### config.mk
export PLATFORM = sky130hd
export DESIGN_NAME = dmx_position_mapper
export DESIGN_NICKNAME = d
export VERILOG_FILES = /design/src/rtl/dmx_tracking_pkg.sv /design/src/rtl/cordic_vectoring.sv /design/src/rtl/dmx_position_mapper.sv
export SDC_FILE = /design/constraint.sdc
export NUM_CORES = 1
export LEC_CHECK = 0
export CAP_MARGIN = 20
export CORE_ASPECT_RATIO = 2
export CORE_UTILIZATION = 45
export CTS_BUF_LIST = sky130_fd_sc_hd__clkbuf_8
export CTS_CLUSTER_DIAMETER = 50
export CTS_CLUSTER_SIZE = 40
export DETAILED_ROUTE_END_ITERATION = 6
export DONT_BUFFER_PORTS = 1
export PLACE_DENSITY = 0.59
export RECOVER_POWER = 50
export SYNTH_ARGS = -nofsm -noshare
export SYNTH_HDL_FRONTEND = slang
export SYNTH_HIERARCHICAL = 1
export SYNTH_SLANG_ARGS = --single-unit
### constraint.sdc
create_clock -name clk -period 5.4 [get_ports clk]
set_input_delay 0.54 -clock clk [delete_from_list [all_inputs] [get_ports clk]]
set_output_delay 0.54 -clock clk [all_outputs]
set_load 0.005 [all_outputs]
### src/rtl/dmx_tracking_pkg.sv
// rtl/dmx_tracking_pkg.sv - shared constants, CORDIC arctangent table and FSM states
package dmx_tracking_pkg;

    // Reciprocal of the CORDIC gain as a fixed-point ratio: 311/512 ~= 0.6074
    localparam int K_INV_N     = 311;
    localparam int K_INV_SHIFT = 9;

    // atan(2^-i) in binary radians (65536 brads per full turn)
    localparam logic [15:0] ATAN [16] = '{
        16'd8192, 16'd4836, 16'd2555, 16'd1297, 16'd651, 16'd326, 16'd163, 16'd81,
        16'd41,   16'd20,   16'd10,   16'd5,    16'd3,   16'd1,   16'd1,   16'd0
    };

    typedef enum logic [2:0] {
        ST_IDLE,
        ST_PAN_PRE,
        ST_PAN_ITER,
        ST_SCALE,
        ST_TILT_PRE,
        ST_TILT_ITER,
        ST_WR_PAN,
        ST_WR_TILT
    } state_e;

endpackage

### src/rtl/cordic_vectoring.sv
// rtl/cordic_vectoring.sv - iterative vectoring CORDIC, one micro-rotation per clock
module cordic_vectoring
    import dmx_tracking_pkg::*;
#(
    parameter int ITERS = 14
) (
    input  logic               clk,
    input  logic               reset,
    input  logic               start,
    input  logic signed [15:0] x_in,
    input  logic signed [15:0] y_in,
    input  logic signed [15:0] z_in,
    output logic               done,
    output logic signed [15:0] x_out,
    output logic signed [15:0] z_out
);

    localparam logic [3:0] LAST = 4'(ITERS - 1);

    logic signed [15:0] x_q, x_d;
    logic signed [15:0] y_q, y_d;
    logic signed [15:0] z_q, z_d;
    logic [3:0]         iter_q, iter_d;
    logic               run_q, run_d;
    logic signed [15:0] x_sh, y_sh;

    assign x_sh  = x_q >>> iter_q;
    assign y_sh  = y_q >>> iter_q;
    // done marks the cycle in which the final micro-rotation is applied
    assign done  = run_q && (iter_q == LAST);
    assign x_out = x_q;
    assign z_out = z_q;

    // Load on start, otherwise rotate toward y=0 while accumulating the angle
    always_comb begin
        x_d    = x_q;
        y_d    = y_q;
        z_d    = z_q;
        iter_d = iter_q;
        run_d  = run_q;
        if (start) begin
            x_d    = x_in;
            y_d    = y_in;
            z_d    = z_in;
            iter_d = 4'd0;
            run_d  = 1'b1;
        end else if (run_q) begin
            if (!y_q[15]) begin
                x_d = x_q + y_sh;
                y_d = y_q - x_sh;
                z_d = z_q + ATAN[iter_q];
            end else begin
                x_d = x_q - y_sh;
                y_d = y_q + x_sh;
                z_d = z_q - ATAN[iter_q];
            end
            iter_d = iter_q + 4'd1;
            if (iter_q == LAST) begin
                run_d = 1'b0;
            end
        end
    end

    // Datapath and iteration counter registers
    always_ff @(posedge clk or negedge reset) begin
        if (!reset) begin
            x_q    <= '0;
            y_q    <= '0;
            z_q    <= '0;
            iter_q <= '0;
            run_q  <= 1'b0;
        end else begin
            x_q    <= x_d;
            y_q    <= y_d;
            z_q    <= z_d;
            iter_q <= iter_d;
            run_q  <= run_d;
        end
    end

endmodule

### src/rtl/dmx_position_mapper.sv
// rtl/dmx_position_mapper.sv - maps a tracked pixel position to DMX pan/tilt channel writes
module dmx_position_mapper
    import dmx_tracking_pkg::*;
#(
    parameter int ITERS = 14
) (
    input  logic        clk,
    input  logic        reset,
    input  logic        target_valid,
    output logic        target_ready,
    input  logic [10:0] target_x,
    input  logic [9:0]  target_y,
    input  logic [10:0] x_light,
    input  logic [9:0]  y_light,
    input  logic [11:0] z_real_world,
    input  logic [8:0]  pan_addr,
    input  logic [8:0]  tilt_addr,
    output logic        wr_en,
    output logic [8:0]  wr_addr,
    output logic [7:0]  wr_data,
    output logic        busy
);

    state_e             state_q, state_d;
    logic signed [11:0] dx_q, dx_d;
    logic signed [10:0] dy_q, dy_d;
    logic [11:0]        z_q, z_d;
    logic [8:0]         pan_addr_q, pan_addr_d;
    logic [8:0]         tilt_addr_q, tilt_addr_d;
    logic [15:0]        mag_q, mag_d;
    logic [7:0]         pan_q, pan_d;

    logic               cordic_start;
    logic signed [15:0] cordic_x_in, cordic_y_in, cordic_z_in;
    logic               cordic_done;
    logic signed [15:0] cordic_x, cordic_z;
    logic signed [15:0] dx16, dy16;
    logic [7:0]         tilt_dmx;

    assign dx16 = {{4{dx_q[11]}}, dx_q};
    assign dy16 = {{5{dy_q[10]}}, dy_q};

    cordic_vectoring #(.ITERS(ITERS)) u_cordic (
        .clk   (clk),
        .reset (reset),
        .start (cordic_start),
        .x_in  (cordic_x_in),
        .y_in  (cordic_y_in),
        .z_in  (cordic_z_in),
        .done  (cordic_done),
        .x_out (cordic_x),
        .z_out (cordic_z)
    );

    // Tilt byte from the tilt-phase angle; degenerate geometries are pinned explicitly
    always_comb begin
        tilt_dmx = cordic_z[13:6];
        if (mag_q == 16'd0) begin
            tilt_dmx = 8'd0;
        end else if ((z_q == 12'd0) || (cordic_z >= 16'sd16384)) begin
            tilt_dmx = 8'd255;
        end else if (cordic_z[15]) begin
            tilt_dmx = 8'd0;
        end
    end

    // Sequencer: pan CORDIC, gain removal, tilt CORDIC, then two channel writes
    always_comb begin
        state_d      = state_q;
        dx_d         = dx_q;
        dy_d         = dy_q;
        z_d          = z_q;
        pan_addr_d   = pan_addr_q;
        tilt_addr_d  = tilt_addr_q;
        mag_d        = mag_q;
        pan_d        = pan_q;
        cordic_start = 1'b0;
        cordic_x_in  = '0;
        cordic_y_in  = '0;
        cordic_z_in  = '0;
        case (state_q)
            ST_IDLE: begin
                if (target_valid) begin
                    dx_d        = $signed({1'b0, target_x} - {1'b0, x_light});
                    dy_d        = $signed({1'b0, target_y} - {1'b0, y_light});
                    z_d         = z_real_world;
                    pan_addr_d  = pan_addr;
                    tilt_addr_d = tilt_addr;
                    state_d     = ST_PAN_PRE;
                end
            end
            ST_PAN_PRE: begin
                // Rotate left-half-plane vectors by 180 degrees so CORDIC converges
                cordic_start = 1'b1;
                if (dx_q[11]) begin
                    cordic_x_in = -dx16;
                    cordic_y_in = -dy16;
                    cordic_z_in = 16'sh8000;
                end else begin
                    cordic_x_in = dx16;
                    cordic_y_in = dy16;
                end
                state_d = ST_PAN_ITER;
            end
            ST_PAN_ITER: begin
                if (cordic_done) begin
                    state_d = ST_SCALE;
                end
            end
            ST_SCALE: begin
                mag_d = 16'((26'(cordic_x) * 26'(K_INV_N)) >> K_INV_SHIFT);
                // A zero vector has no direction, so the previous pan is kept
                if ((dx_q != 12'sd0) || (dy_q != 11'sd0)) begin
                    pan_d = cordic_z[15:8] ^ 8'h80;
                end
                state_d = ST_TILT_PRE;
            end
            ST_TILT_PRE: begin
                cordic_start = 1'b1;
                cordic_x_in  = {4'd0, z_q};
                cordic_y_in  = mag_q;
                state_d      = ST_TILT_ITER;
            end
            ST_TILT_ITER: begin
                if (cordic_done) begin
                    state_d = ST_WR_PAN;
                end
            end
            ST_WR_PAN:  state_d = ST_WR_TILT;
            ST_WR_TILT: state_d = ST_IDLE;
            default:    state_d = ST_IDLE;
        endcase
    end

    // State, latched request and held pan register
    always_ff @(posedge clk or negedge reset) begin
        if (!reset) begin
            state_q     <= ST_IDLE;
            dx_q        <= '0;
            dy_q        <= '0;
            z_q         <= '0;
            pan_addr_q  <= '0;
            tilt_addr_q <= '0;
            mag_q       <= '0;
            pan_q       <= 8'd128;
        end else begin
            state_q     <= state_d;
            dx_q        <= dx_d;
            dy_q        <= dy_d;
            z_q         <= z_d;
            pan_addr_q  <= pan_addr_d;
            tilt_addr_q <= tilt_addr_d;
            mag_q       <= mag_d;
            pan_q       <= pan_d;
        end
    end

    assign target_ready = (state_q == ST_IDLE);
    assign busy         = (state_q != ST_IDLE);
    assign wr_en        = (state_q == ST_WR_PAN) || (state_q == ST_WR_TILT);
    assign wr_addr      = (state_q == ST_WR_PAN)  ? pan_addr_q  :
                          (state_q == ST_WR_TILT) ? tilt_addr_q : 9'd0;
    assign wr_data      = (state_q == ST_WR_PAN)  ? pan_q       :
                          (state_q == ST_WR_TILT) ? tilt_dmx    : 8'd0;

endmodule

== Word-level counts from Yosys, hierarchy flattened ==
Memories as Yosys holds them, arrays and structs flattened.
Index checks and enable logic that the tools add are counted.

* Register bits: 133
* ROM bits: 256
* Input bits: 75
* Output and inout port bits: 20
* Word-level logic and storage cells: 92
* Memories: 1

* $add $sub $neg: 11
* $mul: 1
* Magnitude comparators: 2
* Eq/ne operators: 11
* Shifts and indexed selects: 2
* Mux-type cells: 34
* Bitwise gates (word level): 2
* Reduce and logical (&&, ||, !) cells: 15

{| class="wikitable"
|+ Memory list
! memory !! words !! width !! read ports !! clocked after memory_dff !! wr ports !! line !! text
|-
| (no name shown) || 16 || 16 || 1 || 0 || 0 || cordic_vectoring.sv:51 || <nowiki>z_d = z_q + ATAN[iter_q];</nowiki>
|}

{| class="wikitable"
|+ Operators with widths
! operator !! count
|-
| two-way mux 16 bit || 15
|-
| case mux 16 bit (2 select lines) || 2
|-
| adder 16 bit || 3
|-
| subtractor 16 bit || 3
|-
| two-way mux 8 bit || 5
|-
| >>> shifter 16 x 4 -> 16 bit || 2
|-
| multiplier 16 x 10 -> 25 bit, second input constant || 1
|-
| case mux 3 bit (8 select lines) || 1
|-
| two-way mux 9 bit || 2
|-
| >= comparator 16 bit, second input constant || 1
|-
| logical NOT 16 bit || 1
|-
| negator 11 -> 16 bit || 1
|-
| negator 12 -> 16 bit || 1
|-
| equality test 3 bit, second input constant || 4
|-
| logical NOT 12 bit || 1
|-
| nonzero test 12 bit || 1
|-
| subtractor 11 x 11 -> 12 bit || 1
|-
| nonzero test 11 bit || 1
|-
| subtractor 10 x 10 -> 11 bit || 1
|-
| two-way mux 3 bit || 3
|-
| two-way mux 4 bit || 2
|-
| equality test 3 x 2 -> 1 bit, second input constant || 2
|-
| inequality test 2 bit, second input constant || 3
|-
| >= comparator 5 bit, second input constant || 1
|-
| other kinds (14) || 20
|}

== Logic depth before layout (Yosys ltp) ==
Gate-level depths: netlist of the first run.

* Depth in word-level cells: 8
* Mapped depth: 22
* Gate-level depth less buffers: 18

== By module ==
Netlist of the first run, hierarchy kept.

{| class="wikitable"
|+ Modules (own cells, without submodules)
! module !! instances !! cells each !! area an instance (um^2) !! sequential area each (um^2)
|-
| dmx_position_mapper || 1 || 991 || 8,201.6 || 2,003.2
|-
| cordic_vectoring || 1 || 867 || 7,159.4 || 1,326.3
|}

== Least setup slack after synthesis of the first run ==
No wires, ideal clock.

* Kind: flip-flop to flip-flop
* From: register u_cordic.iter_q[1]
* To: register u_cordic.x_q[14], in the netlist u_cordic/x_out[14]
* Setup time: 124 ps
* Data arrival time: 4,706 ps
* Data required time: 5,276 ps
* Slack: 570 ps
* Stages on the path, launching flop included: 20
* Buffers on the path: 3
* Period minus slack after synthesis: 4,830 ps
* Cell sequence: dfrtp_1 -> buf_2 -> clkbuf_1 -> clkbuf_1 -> mux4_2 -> a22oi_1 -> o211ai_1 -> inv_1 -> ha_1 -> nor3b_1 -> nand2_1 -> xor2_1 -> o22ai_1 -> ha_1 -> a21o_1 -> a21o_1 -> a2111o_1 -> a311oi_1 -> o31ai_1 -> a211o_1

* Word-level cells in the longest chain between the ends: 5
* Elaborated cells on any way between the ends: 6
* Classes of those cells: add/sub (2); shift (1); mux (3)

{| class="wikitable"
|+ RTL lines
! what !! line !! text
|-
| from (decl) || cordic_vectoring.sv:23 || <nowiki>logic [3:0] iter_q, iter_d;</nowiki>
|-
| from (signal assigned) || cordic_vectoring.sv:76 || <nowiki>iter_q <= iter_d;</nowiki>
|-
| >>> shifter 16 x 4 -> 16 bit (*) || cordic_vectoring.sv:28 || <nowiki>assign y_sh = y_q >>> iter_q;</nowiki>
|-
| adder 16 bit / subtractor 16 bit (equally long branches) || cordic_vectoring.sv:49, cordic_vectoring.sv:53 ||
|-
| two-way mux 16 bit (*) || cordic_vectoring.sv:48 || <nowiki>if (!y_q[15]) begin</nowiki>
|-
| two-way mux 16 bit (*) || cordic_vectoring.sv:47 || <nowiki>end else if (run_q) begin</nowiki>
|-
| two-way mux 16 bit (*) || cordic_vectoring.sv:41 || <nowiki>if (start) begin</nowiki>
|-
| to (signal assigned) || cordic_vectoring.sv:67 || <nowiki>x_q <= '0;</nowiki>
|-
| to (signal assigned) || cordic_vectoring.sv:73 || <nowiki>x_q <= x_d;</nowiki>
|-
| to (decl) || cordic_vectoring.sv:20 || <nowiki>logic signed [15:0] x_q, x_d;</nowiki>
|}

Every way passes the cells marked *; elsewhere a longest branch is shown, timed or not. The select of a mux whose other input is x is not followed.
A chain may end at the register's enable or synchronous reset.

== Worst setup path in the final report of the first run ==
* From: register u_cordic.x_q[14], in the netlist u_cordic/x_out[14]
* To: register mag_q[15]

* Word-level cells in the longest chain between the ends: 1

{| class="wikitable"
|+ RTL lines
! what !! line !! text
|-
| multiplier 16 x 10 -> 25 bit || dmx_position_mapper.sv:111 || <nowiki>mag_d = 16'((26'(cordic_x) * 26'(K_INV_N)) >> K_INV_SHIFT);</nowiki>
|-
| to (signal assigned) || dmx_position_mapper.sv:153 || <nowiki>mag_q <= mag_d;</nowiki>
|-
| to (decl) || dmx_position_mapper.sv:30 || <nowiki>logic [15:0] mag_q, mag_d;</nowiki>
|}

Every way passes these cells.

==> results of run 1 <==
[sequential cells by signal, summed over array words and instances (netlist names), 9 cells and up]
register and flops:
dy_q 11, mag_q 16, u_cordic/x_out 16, u_cordic/y_q 16
z_q 12, u_cordic/z_out 16, pan_addr_q 9, dx_q 12
tilt_addr_q 9
[layer usage]
| metal | vias to the layer above | track usage [%] | wire length (µm) |
|---|---|---|---|
| met5 | - | 0 | 0 |
| met4 | 0 | 20.69 | 3686 |
| met3 | 162 | 3.023 | 1775 |
| met2 | 452 | 53.29 | 25920 |
| met1 | 6700 | 29.69 | 17290 |
| li1 | 6528 | - | - |
[cells in the final DEF, fill, tap and decap left out, types with 18 or more instances in the layout]
cell type  netlist  layout
a21o_1          31      31
nand3_1         40      40
mux4_2          27      27
nor3_1          36      36
mux2i_1         46      46
inv_1          174     174
nor2_1          91      91
nand2_1        272     271
xor2_1          43      43
o21a_1          18      18
dfrtp_1        132     128
ha_1           143     143
o21ai_0        148     148
a21oi_1        108     108
conb_1           1      19
xnor2_1         58      58
and3_1          20      20
fa_1            62      62
buf_4            1      54
[per-stage QoR]
| step | hold WS (ns) | instance area, µm² |
|---|---|---|
| final | 0.1481 | 16510 |
| after CTS | 0.04332 | 16520 |
| after global routing | 0.1296 | 16510 |
| after floorplan | 0.2444 | 15430 |
| after detailed placement | 0.2470 | 16070 |
| after global placement | 0.2474 | 16060 |
[critical path: cells and delay by family (launching register included)]
family          cells  cell delay, ns
compound gates      5            1.40
fa+ha+maj           6            2.64
buf+inv             4            0.30
flops               1            0.60
simple gates        1            0.06
[final cells by class]
cell class,count,area share [%]
diodes,2,0.03031
inverters,179,4.069
flip-flops and latches,133,20.23
well taps,436,3.304
repair buffers,58,2.645
multi-input cells,1474,67.17
clock buffers,17,1.417
clock inverters,15,1.137
[path summary, 6_finish.rpt]
check,slack [ns],end,depth (start not counted)
min in group asynchronous,1.17,u_cordic/z_out[7]$_DFFE_PN0P_,1
max reg2reg,0.27,mag_q[15]$_DFFE_PN0P_,16
max,0.27,mag_q[15]$_DFFE_PN0P_,16
min,0.15,tilt_addr_q[2]$_DFFE_PN0P_,2
min reg2reg,0.48,tilt_addr_q[0]$_DFFE_PN0P_,2
max in group asynchronous,1.55,u_cordic/iter_q[0]$_DFFE_PN0P_,1
[cell families (layout without fill, tap and decap cells)]
kind of cell             Yosys count  in the layout  share of synthesized area [%]
XOR/XNOR                         101            101                          5.759
other                              1             21                        0.02441
flip-flops                       133            133                          21.67
AO/OA/AOI/OAI                    473            473                          19.58
buffers and inverters            269            269                          6.736
adder cells (fa/ha/maj)          205            205                          19.73
multiplexers                      96             96                          9.033
AND/OR/NAND/NOR                  580            580                          17.46
[timing repair]
action | CTS | global route
endpoints found under the hold margin | 133 | 0
hold buffers | 1 | 0
buffers inserted | 0 | 0
setup endpoints to repair | 0 | 6
gates resized for setup | 0 | 5
==> results.ini, run 1 <==
[status]
outcome = finished with violations
violations = capacitance limit, slew limit

[setup_path]
critPathMaxStageDelay_ns = 0.65
cp_max_fo = 9
endpoint_kind = flop
worst_path_max_delay_cell = a2111oi_0
r2r-start = u_cordic/x_out[14]$_DFFE_PN0P_
crit_type = flop to flop
arrival_ns = 5.51
critPathLaunch = u_cordic/x_out[14]$_DFFE_PN0P_
crit_chain = inv_1, ha_1, inv_1, fa_1, fa_1, fa_1, inv_1, fa_1, inv_1, ha_1, a21oi_1, o21ai_0, a2111oi_1, a2111oi_0, a311o_1, nand3_1
crit_required_ns = 5.78
crit_path_start_kind = flop

[flow_run]
maxCapViolCount = 2

[place]
dpl_worst_slack_ns = 0.2319
dp.cells = 2279
hpwl_um = 38380
io_buffers = 0
gp_congestion = 0.9429

[grt]
grt_start_max_net_pins = 134
track_usage_pct = 28.76
grt_pass1_vias = 14200
antenna_found_initial = 2
grt_pass1_wl_um = 77240
overflow = 0

[synth]
ys_ff_latch = 133
ys.flop_type = dfrtp_1
post-synth-top-count-cell = nand2_1
synthCells = 1858
ys_top_cells_by_count = nand2_1 (272), inv_1 (174), o21ai_0 (148)
synth-seq-area-share_pct = 21.67
syn_area_per_cell_um2 = 8.267
yosys_warnings = 6
synth_area_leaders = dfrtp_1 (22%), ha_1 (12%), fa_1 (8.1%)
synth_top_cell_by_area = dfrtp_1
synth_top_area_share_pct = 21.50
syn_area_mm2 = 0.01536
synth_edf_count = 0
async_flop_share_pct = 100.0
synth.distinct_cells = 81

[clocking]
clk_pin_slew_ns = 0.11
cts_tree = built
clk_path_buf_depth = 2
h-tree-depth = 4
clkSinkCount = 133
insertion_delay_ns = 0.49
cts_made_buffers = 17
cts_root_buf = clkbuf_8

[final_layout]
area_growth_pct = 7.485
drive_gt1_share_pct = 8.742
stdcell_count = 2314
multi_input_area_mm2 = 0.01109
fin_util_pct = 49.08
final_nets = 2143
seqCellArea_mm2 = 0.003339
fill_cells = 3307

[routing]
antenna_left = 0
routedWlPerCell_um = 21.03
drc_errors = 0
vias = 13842
wirelength_um = 48670
via_per_inst = 5.982
detail_route.first_pass.iterations = 6
drt-initial-drc-count = 745

[die]
die_h_um = 263.3
dieArea_mm2 = 0.03492
core_mm2 = 0.03364
ios = 95
die_x_um = 132.6
start_util_pct = 45.66
placementRows = 95

[timing]
fmax_mhz = 194.8
fin_crit_ns = 5.133
worstMarginPinSlew_ns = 3.617
setup_viol = 0
rsz0062_at_grt = false
fin_tns_setup_ns = 0
finClkSkew_ns = 0.02440
min_period_over_period_pct = 95.06
drv_slew = 169
relSlewSlack_pct = -141.1
fin_ws_ns = 0.2668
hold_violations = 0

[min_path]
hold_path.class = input port to flop
hold_path.startpoint = tilt_addr[2]

Power of run 1 is not shown: default switching activity piles up to over one toggle a cycle in this logic, so the estimate is an artifact.
==> inputs of run 2 (changes only) <==
--- a/config.mk
+++ b/config.mk
@@ -7,13 +7,13 @@
 export LEC_CHECK = 0
 export CAP_MARGIN = 20
 export CORE_ASPECT_RATIO = 2
-export CORE_UTILIZATION = 45
+export CORE_UTILIZATION = 60
 export CTS_BUF_LIST = sky130_fd_sc_hd__clkbuf_8
 export CTS_CLUSTER_DIAMETER = 50
 export CTS_CLUSTER_SIZE = 40
 export DETAILED_ROUTE_END_ITERATION = 6
 export DONT_BUFFER_PORTS = 1
-export PLACE_DENSITY = 0.59
+export PLACE_DENSITY = 0.75
 export RECOVER_POWER = 50
 export SYNTH_ARGS = -nofsm -noshare
 export SYNTH_HDL_FRONTEND = slang
==> results.ini, run 2 (synthesis results as in run 1) <==
[routing]
wirelength_um = 47680  ; was 48670 µm
antenna_left = 0  ; unchanged
detail_route.first_pass.iterations = 5  ; was 6
drt-initial-drc-count = 904  ; was 745
routedWlPerCell_um = 21.60  ; was 21.03 µm
vias = 14070  ; was 13842
drc_errors = 0  ; unchanged
via_per_inst = 6.375  ; was 5.982

[final_layout]
insertedDiodeCount = 0  ; was 2
final_common_cell = nand2_1  ; unchanged
multi_input_area_mm2 = 0.01110  ; was 0.01109 mm²
fill_cells = 2163  ; was 3307
fin_util_pct = 65.05  ; was 49.08%
final_area_mm2 = 0.01635  ; was 0.01651 mm²
final_nets = 2138  ; was 2143
stdcell_count = 2207  ; was 2314
area_growth_pct = 6.451  ; was 7.485%
drive_gt1_share_pct = 8.552  ; was 8.742%
seqCellArea_mm2 = 0.003334  ; was 0.003339 mm²
final_cell_mix = nand2_1 (271), inv_1 (174), o21ai_0 (147)  ; was nand2_1 (271), inv_1 (174), o21ai_0 (148)

[die]
die_h_um = 228.3  ; was 263.3 µm
ios = 95  ; unchanged
core_mm2 = 0.02514  ; was 0.03364 mm²
placementRows = 82  ; was 95
start_util_pct = 61.11  ; was 45.66%
dieArea_mm2 = 0.02628  ; was 0.03492 mm²
die_x_um = 115.1  ; was 132.6 µm

[clocking]
clk_path_buf_depth = 2  ; unchanged
cts_tree = built  ; unchanged
cts_root_buf = clkbuf_8  ; unchanged
h-tree-depth = 4  ; unchanged
insertion_delay_ns = 0.49  ; about the same
cts_made_buffers = 17  ; unchanged
clkSinkCount = 133  ; unchanged
clk_pin_slew_ns = 0.09  ; was 0.11 ns

[grt]
grt_pass1_wl_um = 76080  ; was 77240 µm
grt_start_max_net_pins = 134  ; unchanged
grt_pass1_vias = 14480  ; was 14200
antenna_found_initial = 0  ; was 2
overflow = 0  ; unchanged
track_usage_pct = 38.21  ; was 28.76%

[place]
dp.cells = 2174  ; was 2279
gp_congestion = 1.024  ; was 0.9429
placed_cell_area_mm2 = 0.01593  ; was 0.01607 mm²
hpwl_um = 37330  ; was 38380 µm
io_buffers = 0  ; unchanged

[timing]
setup_viol = 0  ; unchanged
worstMarginPinSlew_ns = 3.567  ; was 3.617 ns
finClkSkew_ns = 0.01291  ; was 0.02440 ns
min_period_over_period_pct = 96.72  ; was 95.06%
fin_tns_setup_ns = 0  ; unchanged
drv_slew = 251  ; was 169
relSlewSlack_pct = -137.8  ; was -141.1%
fin_crit_ns = 5.223  ; was 5.133 ns
fmax_mhz = 191.5  ; was 194.8 MHz
rsz0062_at_grt = false  ; unchanged
hold_violations = 0  ; unchanged

[status]
violations = capacitance limit, slew limit  ; unchanged
outcome = finished with violations  ; unchanged

[setup_path]
endpoint_kind = flop  ; unchanged
crit_required_ns = 5.74  ; was 5.78 ns
crit_type = flop to flop  ; unchanged
arrival_ns = 5.56  ; was 5.51 ns
cp_max_fo = 22  ; was 9
crit_path_start_kind = flop  ; unchanged

[min_path]
hold_path.class = input port to flop  ; unchanged

[flow_run]
maxCapViolCount = 3  ; was 2

[run 2: cell count changes in the layout (fill, tap and decap cells not counted), sizes merged]
cell      delta
clkinvlp     +1
diode        -2
buf          -5
clkbuf       +1
clkinv       -1
inv          -1
[run 2: repair_timing]
action | CTS | global route
hold endpoints to repair | 133 | 0
gates resized for setup | 1 | 5
endpoints found under the setup margin | 1 | 4
cloned | 0 | 0
buffers inserted | 0 | 0
pin swaps | 0 | 0
hold buffers | 1 | 0
[run 2: worst paths after layout]
| check | slack, ns | cells past startpoint | from | to |
|---|---|---|---|---|
| max | 0.18 | 16 | u_cordic/iter_q[3]$_DFFE_PN0P_ | u_cordic/x_out[9]$_DFFE_PN0P_ |
| min | 0.16 | 2 | pan_addr[6] | pan_addr_q[6]$_DFFE_PN0P_ |
| max reg2reg | 0.18 | 16 | u_cordic/iter_q[3]$_DFFE_PN0P_ | u_cordic/x_out[9]$_DFFE_PN0P_ |
| min reg2reg | 0.48 | 2 | tilt_addr_q[1]$_DFFE_PN0P_ | tilt_addr_q[1]$_DFFE_PN0P_ |
| max in group asynchronous | 1.83 | 1 | reset | u_cordic/run_q$_DFF_PN0_ |
| min in group asynchronous | 1.25 | 1 | reset | tilt_addr_q[8]$_DFFE_PN0P_ |
[run 2: critical path: stages, from the launching register on]
cell and delay (ns):
dfrtp_2 0.60, nor2_2 0.55, buf_4 0.25, nand2_1 0.10, o211ai_1 0.24, inv_1 0.10, ha_1 0.31, mux2i_1 0.34
ha_1 0.30, nor2b_1 0.16, o31ai_2 0.46, a211oi_1 0.20, o21a_1 0.23, o21a_1 0.18, or3_1 0.30, a31oi_1 0.57
o21ai_0 0.19
[run 2: cell type report]
cell class,count,area share [%]
repair buffers,53,2.548
multi-input cells,1474,67.86
clock inverters,14,1.002
flip-flops and latches,133,20.39
inverters,179,4.109
well taps,336,2.571
clock buffers,18,1.515
[run 2: stage by stage]
stage | hold WS [ns] | setup WS, ns
floorplan | 0.2444 | 0.5701
global placement | 0.2476 | 0.1952
detailed placement | 0.2476 | 0.009714
CTS | 0.06477 | 0.06935
global route | 0.1407 | 0.04878
finish | 0.1582 | 0.1769
[run 2: routing by layer]
metal	part of all wire [%]	global-route usage (%)	vias to the layer above
met5	0	0	-
met4	10	33.40	0
met3	5.4	7.678	259
met2	51	66.62	580
met1	33	37.39	6707
li1	-	-	6524
Power of run 2 is left out for the same reason.
